**src/rtl/mul_arbiter.sv**
```systemverilog
// mul_arbiter: round-robin arbiter sharing one multi-cycle multiplier among
// NUM_REQ requesters. Each grant runs one complete four-phase req/ack
// handshake with the multiplier, then one with the granted requester.
// Every output is registered.

module mul_arbiter #(
    parameter int WIDTH   = 32,
    parameter int NUM_REQ = 4,
    parameter int IDX_W   = $clog2(NUM_REQ)
) (
    input  logic                       clk,
    input  logic                       rst,
    input  logic [NUM_REQ-1:0]         req,
    input  logic [NUM_REQ*WIDTH-1:0]   a_in,
    input  logic [NUM_REQ*WIDTH-1:0]   b_in,
    output logic [NUM_REQ-1:0]         ack,
    output logic [WIDTH-1:0]           out,
    output logic [IDX_W-1:0]           grant_idx,
    output logic                       busy,
    output logic                       mul_req,
    output logic [WIDTH-1:0]           mul_a,
    output logic [WIDTH-1:0]           mul_b,
    input  logic [WIDTH-1:0]           mul_out,
    input  logic                       mul_ack
);

    typedef enum logic [1:0] {
        ST_IDLE      = 2'd0,
        ST_WAIT_MUL  = 2'd1,
        ST_WAIT_DROP = 2'd2,
        ST_RESPOND   = 2'd3
    } state_t;

    // Pointer reset value: the search starts one above it, so requester 0 wins first.
    localparam logic [IDX_W-1:0]   LAST_RST    = IDX_W'(NUM_REQ - 1);
    localparam logic [NUM_REQ-1:0] ONE_HOT_LSB = {{(NUM_REQ-1){1'b0}}, 1'b1};
    localparam logic [NUM_REQ-1:0] ACK_ZERO    = {NUM_REQ{1'b0}};
    localparam logic [WIDTH-1:0]   DATA_ZERO   = {WIDTH{1'b0}};

    // Registered state and outputs
    state_t               state_r;
    logic [IDX_W-1:0]     last_r;
    logic [IDX_W-1:0]     grant_idx_r;
    logic [NUM_REQ-1:0]   ack_r;
    logic [WIDTH-1:0]     out_r;
    logic                 mul_req_r;
    logic [WIDTH-1:0]     mul_a_r;
    logic [WIDTH-1:0]     mul_b_r;
    logic                 busy_r;

    // Next-state values
    state_t               state_s;
    logic [IDX_W-1:0]     last_s;
    logic [IDX_W-1:0]     grant_idx_s;
    logic [NUM_REQ-1:0]   ack_s;
    logic [WIDTH-1:0]     out_s;
    logic                 mul_req_s;
    logic [WIDTH-1:0]     mul_a_s;
    logic [WIDTH-1:0]     mul_b_s;
    logic                 busy_s;

    // Arbitration helpers
    logic [IDX_W-1:0]     pick_idx_s;
    logic [WIDTH-1:0]     a_pick_s;
    logic [WIDTH-1:0]     b_pick_s;

    // First requester with req set, searching upward from last_v+1 with wrap.
    // Pass one covers indices above last_v, pass two wraps to the bottom.
    function automatic logic [IDX_W-1:0] rr_pick(
        input logic [NUM_REQ-1:0] req_v,
        input logic [IDX_W-1:0]   last_v
    );
        logic [IDX_W-1:0] sel_v;
        logic             found_v;
        sel_v   = last_v;
        found_v = 1'b0;
        for (int i = 0; i < NUM_REQ; i++) begin
            if (!found_v && req_v[i] && (i > int'(last_v))) begin
                sel_v   = IDX_W'(i);
                found_v = 1'b1;
            end else begin
                sel_v   = sel_v;
            end
        end
        for (int i = 0; i < NUM_REQ; i++) begin
            if (!found_v && req_v[i]) begin
                sel_v   = IDX_W'(i);
                found_v = 1'b1;
            end else begin
                sel_v   = sel_v;
            end
        end
        return sel_v;
    endfunction

    // Round-robin winner for the current request vector
    always_comb begin
        pick_idx_s = rr_pick(req, last_r);
    end

    // Operand mux: select the winner's A/B slices
    always_comb begin
        a_pick_s = DATA_ZERO;
        b_pick_s = DATA_ZERO;
        for (int i = 0; i < NUM_REQ; i++) begin
            if (int'(pick_idx_s) == i) begin
                a_pick_s = a_in[i*WIDTH +: WIDTH];
                b_pick_s = b_in[i*WIDTH +: WIDTH];
            end else begin
                a_pick_s = a_pick_s;
                b_pick_s = b_pick_s;
            end
        end
    end

    // FSM next-state and next-output logic; everything holds by default
    always_comb begin
        state_s     = state_r;
        last_s      = last_r;
        grant_idx_s = grant_idx_r;
        ack_s       = ack_r;
        out_s       = out_r;
        mul_req_s   = mul_req_r;
        mul_a_s     = mul_a_r;
        mul_b_s     = mul_b_r;

        case (state_r)
            ST_IDLE: begin
                ack_s = ACK_ZERO;
                // A still-high mul_ack is left over from a transaction this
                // arbiter no longer owns; issuing now would break the handshake.
                if ((|req) && !mul_ack) begin
                    grant_idx_s = pick_idx_s;
                    mul_a_s     = a_pick_s;
                    mul_b_s     = b_pick_s;
                    mul_req_s   = 1'b1;
                    state_s     = ST_WAIT_MUL;
                end else begin
                    mul_req_s   = 1'b0;
                end
            end
            ST_WAIT_MUL: begin
                if (mul_ack) begin
                    out_s     = mul_out;
                    mul_req_s = 1'b0;
                    state_s   = ST_WAIT_DROP;
                end else begin
                    mul_req_s = 1'b1;
                end
            end
            ST_WAIT_DROP: begin
                // Respond only after the multiplier has returned to idle.
                if (!mul_ack) begin
                    ack_s   = ONE_HOT_LSB << grant_idx_r;
                    state_s = ST_RESPOND;
                end else begin
                    ack_s   = ACK_ZERO;
                end
            end
            ST_RESPOND: begin
                // A requester that dropped req early sees a one-cycle ack pulse.
                if (!req[grant_idx_r]) begin
                    ack_s   = ACK_ZERO;
                    last_s  = grant_idx_r;
                    state_s = ST_IDLE;
                end else begin
                    ack_s   = ONE_HOT_LSB << grant_idx_r;
                end
            end
            default: begin
                ack_s     = ACK_ZERO;
                mul_req_s = 1'b0;
                state_s   = ST_IDLE;
            end
        endcase

        busy_s = (state_s != ST_IDLE);
    end

    // State and output registers with synchronous reset
    always_ff @(posedge clk) begin
        if (rst) begin
            state_r     <= ST_IDLE;
            last_r      <= LAST_RST;
            grant_idx_r <= LAST_RST;
            ack_r       <= ACK_ZERO;
            out_r       <= DATA_ZERO;
            mul_req_r   <= 1'b0;
            mul_a_r     <= DATA_ZERO;
            mul_b_r     <= DATA_ZERO;
            busy_r      <= 1'b0;
        end else begin
            state_r     <= state_s;
            last_r      <= last_s;
            grant_idx_r <= grant_idx_s;
            ack_r       <= ack_s;
            out_r       <= out_s;
            mul_req_r   <= mul_req_s;
            mul_a_r     <= mul_a_s;
            mul_b_r     <= mul_b_s;
            busy_r      <= busy_s;
        end
    end

    assign ack       = ack_r;
    assign out       = out_r;
    assign grant_idx = grant_idx_r;
    assign busy      = busy_r;
    assign mul_req   = mul_req_r;
    assign mul_a     = mul_a_r;
    assign mul_b     = mul_b_r;

endmodule

```
**config.mk**
```make
export PLATFORM = sky130hd
export DESIGN_NAME = mul_arbiter
export DESIGN_NICKNAME = d
export VERILOG_FILES = /design/src/rtl/mul_arbiter.sv
export SDC_FILE = /design/constraint.sdc
export NUM_CORES = 1
export LEC_CHECK = 0
export ABC_CLOCK_PERIOD_IN_PS = 4000
export CAP_MARGIN = 20
export CELL_PAD_IN_SITES_DETAIL_PLACEMENT = 0
export CELL_PAD_IN_SITES_GLOBAL_PLACEMENT = 1
export CORE_MARGIN = 10
export CORE_UTILIZATION = 26
export DETAILED_ROUTE_END_ITERATION = 16
export MAX_ROUTING_LAYER = met4
export PLACE_DENSITY_LB_ADDON = 0.1
export SLEW_MARGIN = 20
export SYNTH_ARGS = -nofsm -noshare
export SYNTH_HDL_FRONTEND = slang
export SYNTH_SLANG_ARGS = --single-unit
```
**constraint.sdc**
```tcl
create_clock -name clk -period 4 [get_ports clk]
set_clock_uncertainty 0.05 [all_clocks]
set_input_delay 1.2 -clock clk [delete_from_list [all_inputs] [get_ports clk]]
set_output_delay 1.2 -clock clk [all_outputs]
set_load 0.01 [all_outputs]
```
=== After elaboration in Yosys (flattened, before gate mapping) ===
Cells that the tools add are included.

* Multiplexer cells: 34
* Equality and inequality tests: 6
* Bitwise logic cells: 1
* Reductions and logical operators: 26
* Shifts and indexed selects: 1
* $lt $le $gt $ge: 4

{| class="wikitable"
|+ Operators by type and width
! cell !! number
|-
| 32-bit 2-to-1 mux || 8
|-
| 2-bit 2-to-1 mux || 11
|-
| 4-bit one-hot mux with 3 select lines || 1
|-
| 1-bit logical AND || 10
|-
| 1-bit 2-to-1 mux || 9
|-
| 2-bit equality test (second input constant) || 4
|-
| 4-bit 2-to-1 mux || 2
|-
| 2-bit one-hot mux with 4 select lines || 1
|-
| 1-bit logical NOT || 7
|-
| 2-bit AND reduction || 3
|-
| 2-bit by 1-bit equality test with 1-bit output (second input constant) || 2
|-
| 2-bit > comparator (first input constant) || 2
|-
| 2-bit logical NOT || 2
|-
| 2-bit nonzero test || 2
|-
| 4-bit OR reduction || 1
|-
| 1-bit by 2-bit left shift with 4-bit output (first input constant) || 1
|-
| 2-bit by 3-bit < comparator with 1-bit output (second input constant) || 1
|-
| 3-bit nonzero test || 1
|-
| 1-bit binary-select mux with 2-bit select || 1
|-
| 1-bit by 2-bit > comparator with 1-bit output (first input constant) || 1
|-
| 1-bit one-hot mux with 2 select lines || 1
|-
| 1-bit NOT || 1
|}

* Bits in registers: 108
* Logic and storage cells: 81
* Output and inout bits: 104

=== Depth between registers and ports, before layout ===
* Word-level depth: 28
* Depth in mapped cells: 8
* Depth with buffers taken out: 5

=== Worst setup path after synthesis ===
No wires, ideal clock.

* Path type: input -> register
* Start point: in req[0]
* End point: reg mul_a_r[15] (netlist: mul_a[15])
* Arrival: 2.536 ns
* Setup slack: 1.282 ns
* Buffers on the path: 3
* Stages: 7
* Library setup time: 0.132 ns
* Cell sequence: buf_2 > or3_1 > a31o_2 > clkbuf_1 > buf_2 > o22ai_1 > o41ai_2

* Word-level cells in the longest chain between the ends: 16

{| class="wikitable"
|+ Ends and longest elaborated chain
! element !! RTL line !! text
|-
| start, declared || 13 || <nowiki>input logic [NUM_REQ-1:0] req,</nowiki>
|-
| 1-bit logical AND || 86 || <nowiki>if (!found_v && req_v[i]) begin</nowiki>
|-
| 1-bit 2-to-1 mux || 86 ||
|-
| 1-bit logical NOT || 86 ||
|-
| 1-bit logical AND || 86 ||
|-
| 1-bit 2-to-1 mux || 86 ||
|-
| 1-bit logical NOT || 86 ||
|-
| 1-bit logical AND || 86 ||
|-
| 1-bit 2-to-1 mux || 86 ||
|-
| 1-bit logical NOT || 86 ||
|-
| 1-bit logical AND || 86 ||
|-
| 2-bit 2-to-1 mux || 86 ||
|-
| 2-bit logical NOT || 106 || <nowiki>if (int'(pick_idx_s) == i) begin</nowiki>
|-
| 32-bit 2-to-1 mux (4 in series) || 106 ||
|-
| end signal, assigned || 199 || <nowiki>mul_a_r <= mul_a_s;</nowiki>
|-
| end, declared || 47 || <nowiki>logic [WIDTH-1:0] mul_a_r;</nowiki>
|}

Several ways; a longest one is shown, not always the timed one.
A chain may end at the register's enable or synchronous reset.

=== Final worst setup path ===
* Start point: in req[0]
* End point: reg mul_a_r[23] (netlist: mul_a[23])

The elaborated chain is that of the path after synthesis.

==> metrics.txt <==
run status=finished, final reports clean; Routed Antenna Nets=0; synthesized instance count=661; post-synthesis register bit count=108; routed length per placed instance=22.9 um; final count of pins violating max slew=0; Initial Utilization=26.7%; f_max=304 MHz; Buf/Inv on CP=1; kind of end point of the critical path=flop; Via density=5.10; Synth async-reset ratio=0%; # rows=53; crit path max fanout=16; CTS tree=done; CTS HTree Levels=3; P_leak=3.68 nW; # clock sinks=108; maximum root-to-sink buffer count=2; DRC viols=0; Fin. Hold Viols=0; initial antenna violation count=2; pwr dens=307 nW/um^2; Reg clk slew, reported paths=0.08 ns; Die Footprint=28100 sq um; post-cts sizing count=0; Post-CTS Hold Fix Bufs=0; main area contributors after synthesis=dfxtp_1 (38%), nor3_1 (8.0%), o41ai_2 (7.8%); Ports=399; max-cap viol count=0; Slew @ Worst Pin=0.770 ns; required time of the critical path=4.22 ns; final worst slack=0.715 ns; Area Overhead vs Synth=81.3%; DR pass1 iterations=5; layout cells sized above 1=7.53%; Post-synth EDFFs=0; Post-Place Setup Slack=0.317 ns; Root Driver=clkbuf_16; kind of start point of the critical path=primary input; critical path's largest stage delay=0.78 ns; Relative slew margins=48.6%; largest net degree at the start of global routing=78; fin cells=1300; critical-path cell with the highest stage delay=or4_2; setup_tns=0 ns; chip height=168 um; sequential share of the synthesized area=38.2%; Placed Instances=1282; port buffer count=398; most area-hungry cell type in the Yosys netlist=dfxtp_1; first-pass GRT wire length=44200 um; Max IR drop VDD=0.279 mV; CP delay by family, top=simple AND/OR/NAND/NOR gates; share of the synthesized area in the top cell type=38.2%; Setup-failing EPs final=0; Final Cycle Share=82.1%; worst min path class=reg -> reg; CTS Buf Count=9; most frequent cells in the layout=clkdlybuf4s50_1 (397), dfxtp_1 (108), nor3_1 (91); ys flop type=dfxtp_1; DP HPWL=22400 um; CP arrival=3.50 ns; initial detailed-routing violation count=377; Die W=168 um; Distinct cells, synth=42; vias in the first global route=6976; worst path cell trace=clkdlybuf4s50_1, nor4_2, or4_2, or3_1, o221ai_1; DR vias=6631; Synth Area per Inst=8.57 sq um; crit path time final=3.28 ns; RSZ-0062 raised after global routing=no; CORE AREA=21200 sq um; grt total ovfl=0; Nets=1313; crit path kind=in -> reg; Cell Area, Synth=5670 sq um; overall global routing resource usage=20.6%; Yosys warning total=0; GP Congestion=0.829; WL final=29800 um; commonest non-fill, non-tap cell in the layout=clkdlybuf4s50_1; Worst-Skew Late Latency=0.35 ns; post-CTS setup buffers=0; syn_nets=956; Hold Slack=0.406 ns
==> through the flow <==
step	cell area, sq um	power [mW]	utilization, %
6_report	10300	3.16	48.4
5_1_grt	10300	3.30	48.4
3_3_place_gp	9930	2.15	46.8
3_5_place_dp	9930	2.15	46.8
4_1_cts	10300	3.21	48.4
2_1_floorplan	5670	1.57	-
==> worst register-to-register path, cell delays in order (launching register included) <==
cell and delay, ns:
dfxtp_1 0.39, or4_2 0.91, or3_1 0.50, o221ai_1 0.23
==> flip-flops by register name, indices dropped and copies added (netlist names) <==
signal     count
ack            4
busy           1
grant_idx      2
last_r         2
mul_a         32
mul_b         32
mul_req        1
out           32
state_r        2
==> report_power, final <==
part / switching (mW) / leakage, nW / total [mW] / internal [mW]
logic: 0.386 / 2.63 / 0.921 / 0.534
registers: 0.0459 / 0.885 / 1.20 / 1.15
clock network: 0.470 / 0.163 / 1.04 / 0.567
==> cell families after synthesis <==
logic type             share of synthesized area [%]
AND/OR/NAND/NOR                                 25.2
AO/OA/AOI/OAI                                   27.5
flip-flops                                      38.2
buffers and inverters                           6.03
multiplexers                                    3.18
==> synth_stat cells, types with 2 or more instances <==
library cell    n
clkbuf_1       39
nand3_1        25
nand3b_1       53
dfxtp_1       108
nand2_1        67
o221ai_1        7
a22oi_1         4
a211o_1         4
buf_4           2
o41ai_2        27
and2_1          2
nor2_1         12
o22ai_1        45
buf_2          33
a31oi_1        13
nand2b_1        6
nor2b_1         2
a221oi_1       12
nor4_2          2
a21oi_1        36
or3_1           3
o41ai_1        18
nor3_1         91
mux2i_1        18
inv_1           3
o21bai_1       13
==> cell type report <==
class / count / area, sq um
Antenna cell: 2 / 5.00
Clock buffer: 10 / 229
Clock inverter: 6 / 103
Fill cell: 2065 / 10900
Inverter: 3 / 11.3
Multi-Input combinational cell: 475 / 3190
Sequential cell: 108 / 2160
Tap cell: 275 / 344
Timing Repair Buffer: 421 / 4230
==> worst paths after layout <==
path               endpoint  startpoint  slack, ns  cells after the start
setup reg to reg  mul_a[23]  state_r[1]       1.83                      3
hold / removal       out[0]      out[0]       0.41                      2
setup / recovery  mul_a[23]      req[0]       0.72                      5
hold reg to reg      out[0]      out[0]       0.41                      2
==> per-layer routing <==
metal  vias to the layer above  track usage, %  part of all wire (%)
met1                      3075            23.4                    41
met5                         -               -                     0
met2                       293            33.9                    49
li1                       3243               -                     -
met4                         0            4.88                   1.3
met3                        20            7.30                   8.5
Note: power is estimated with default switching activity, not from simulation.
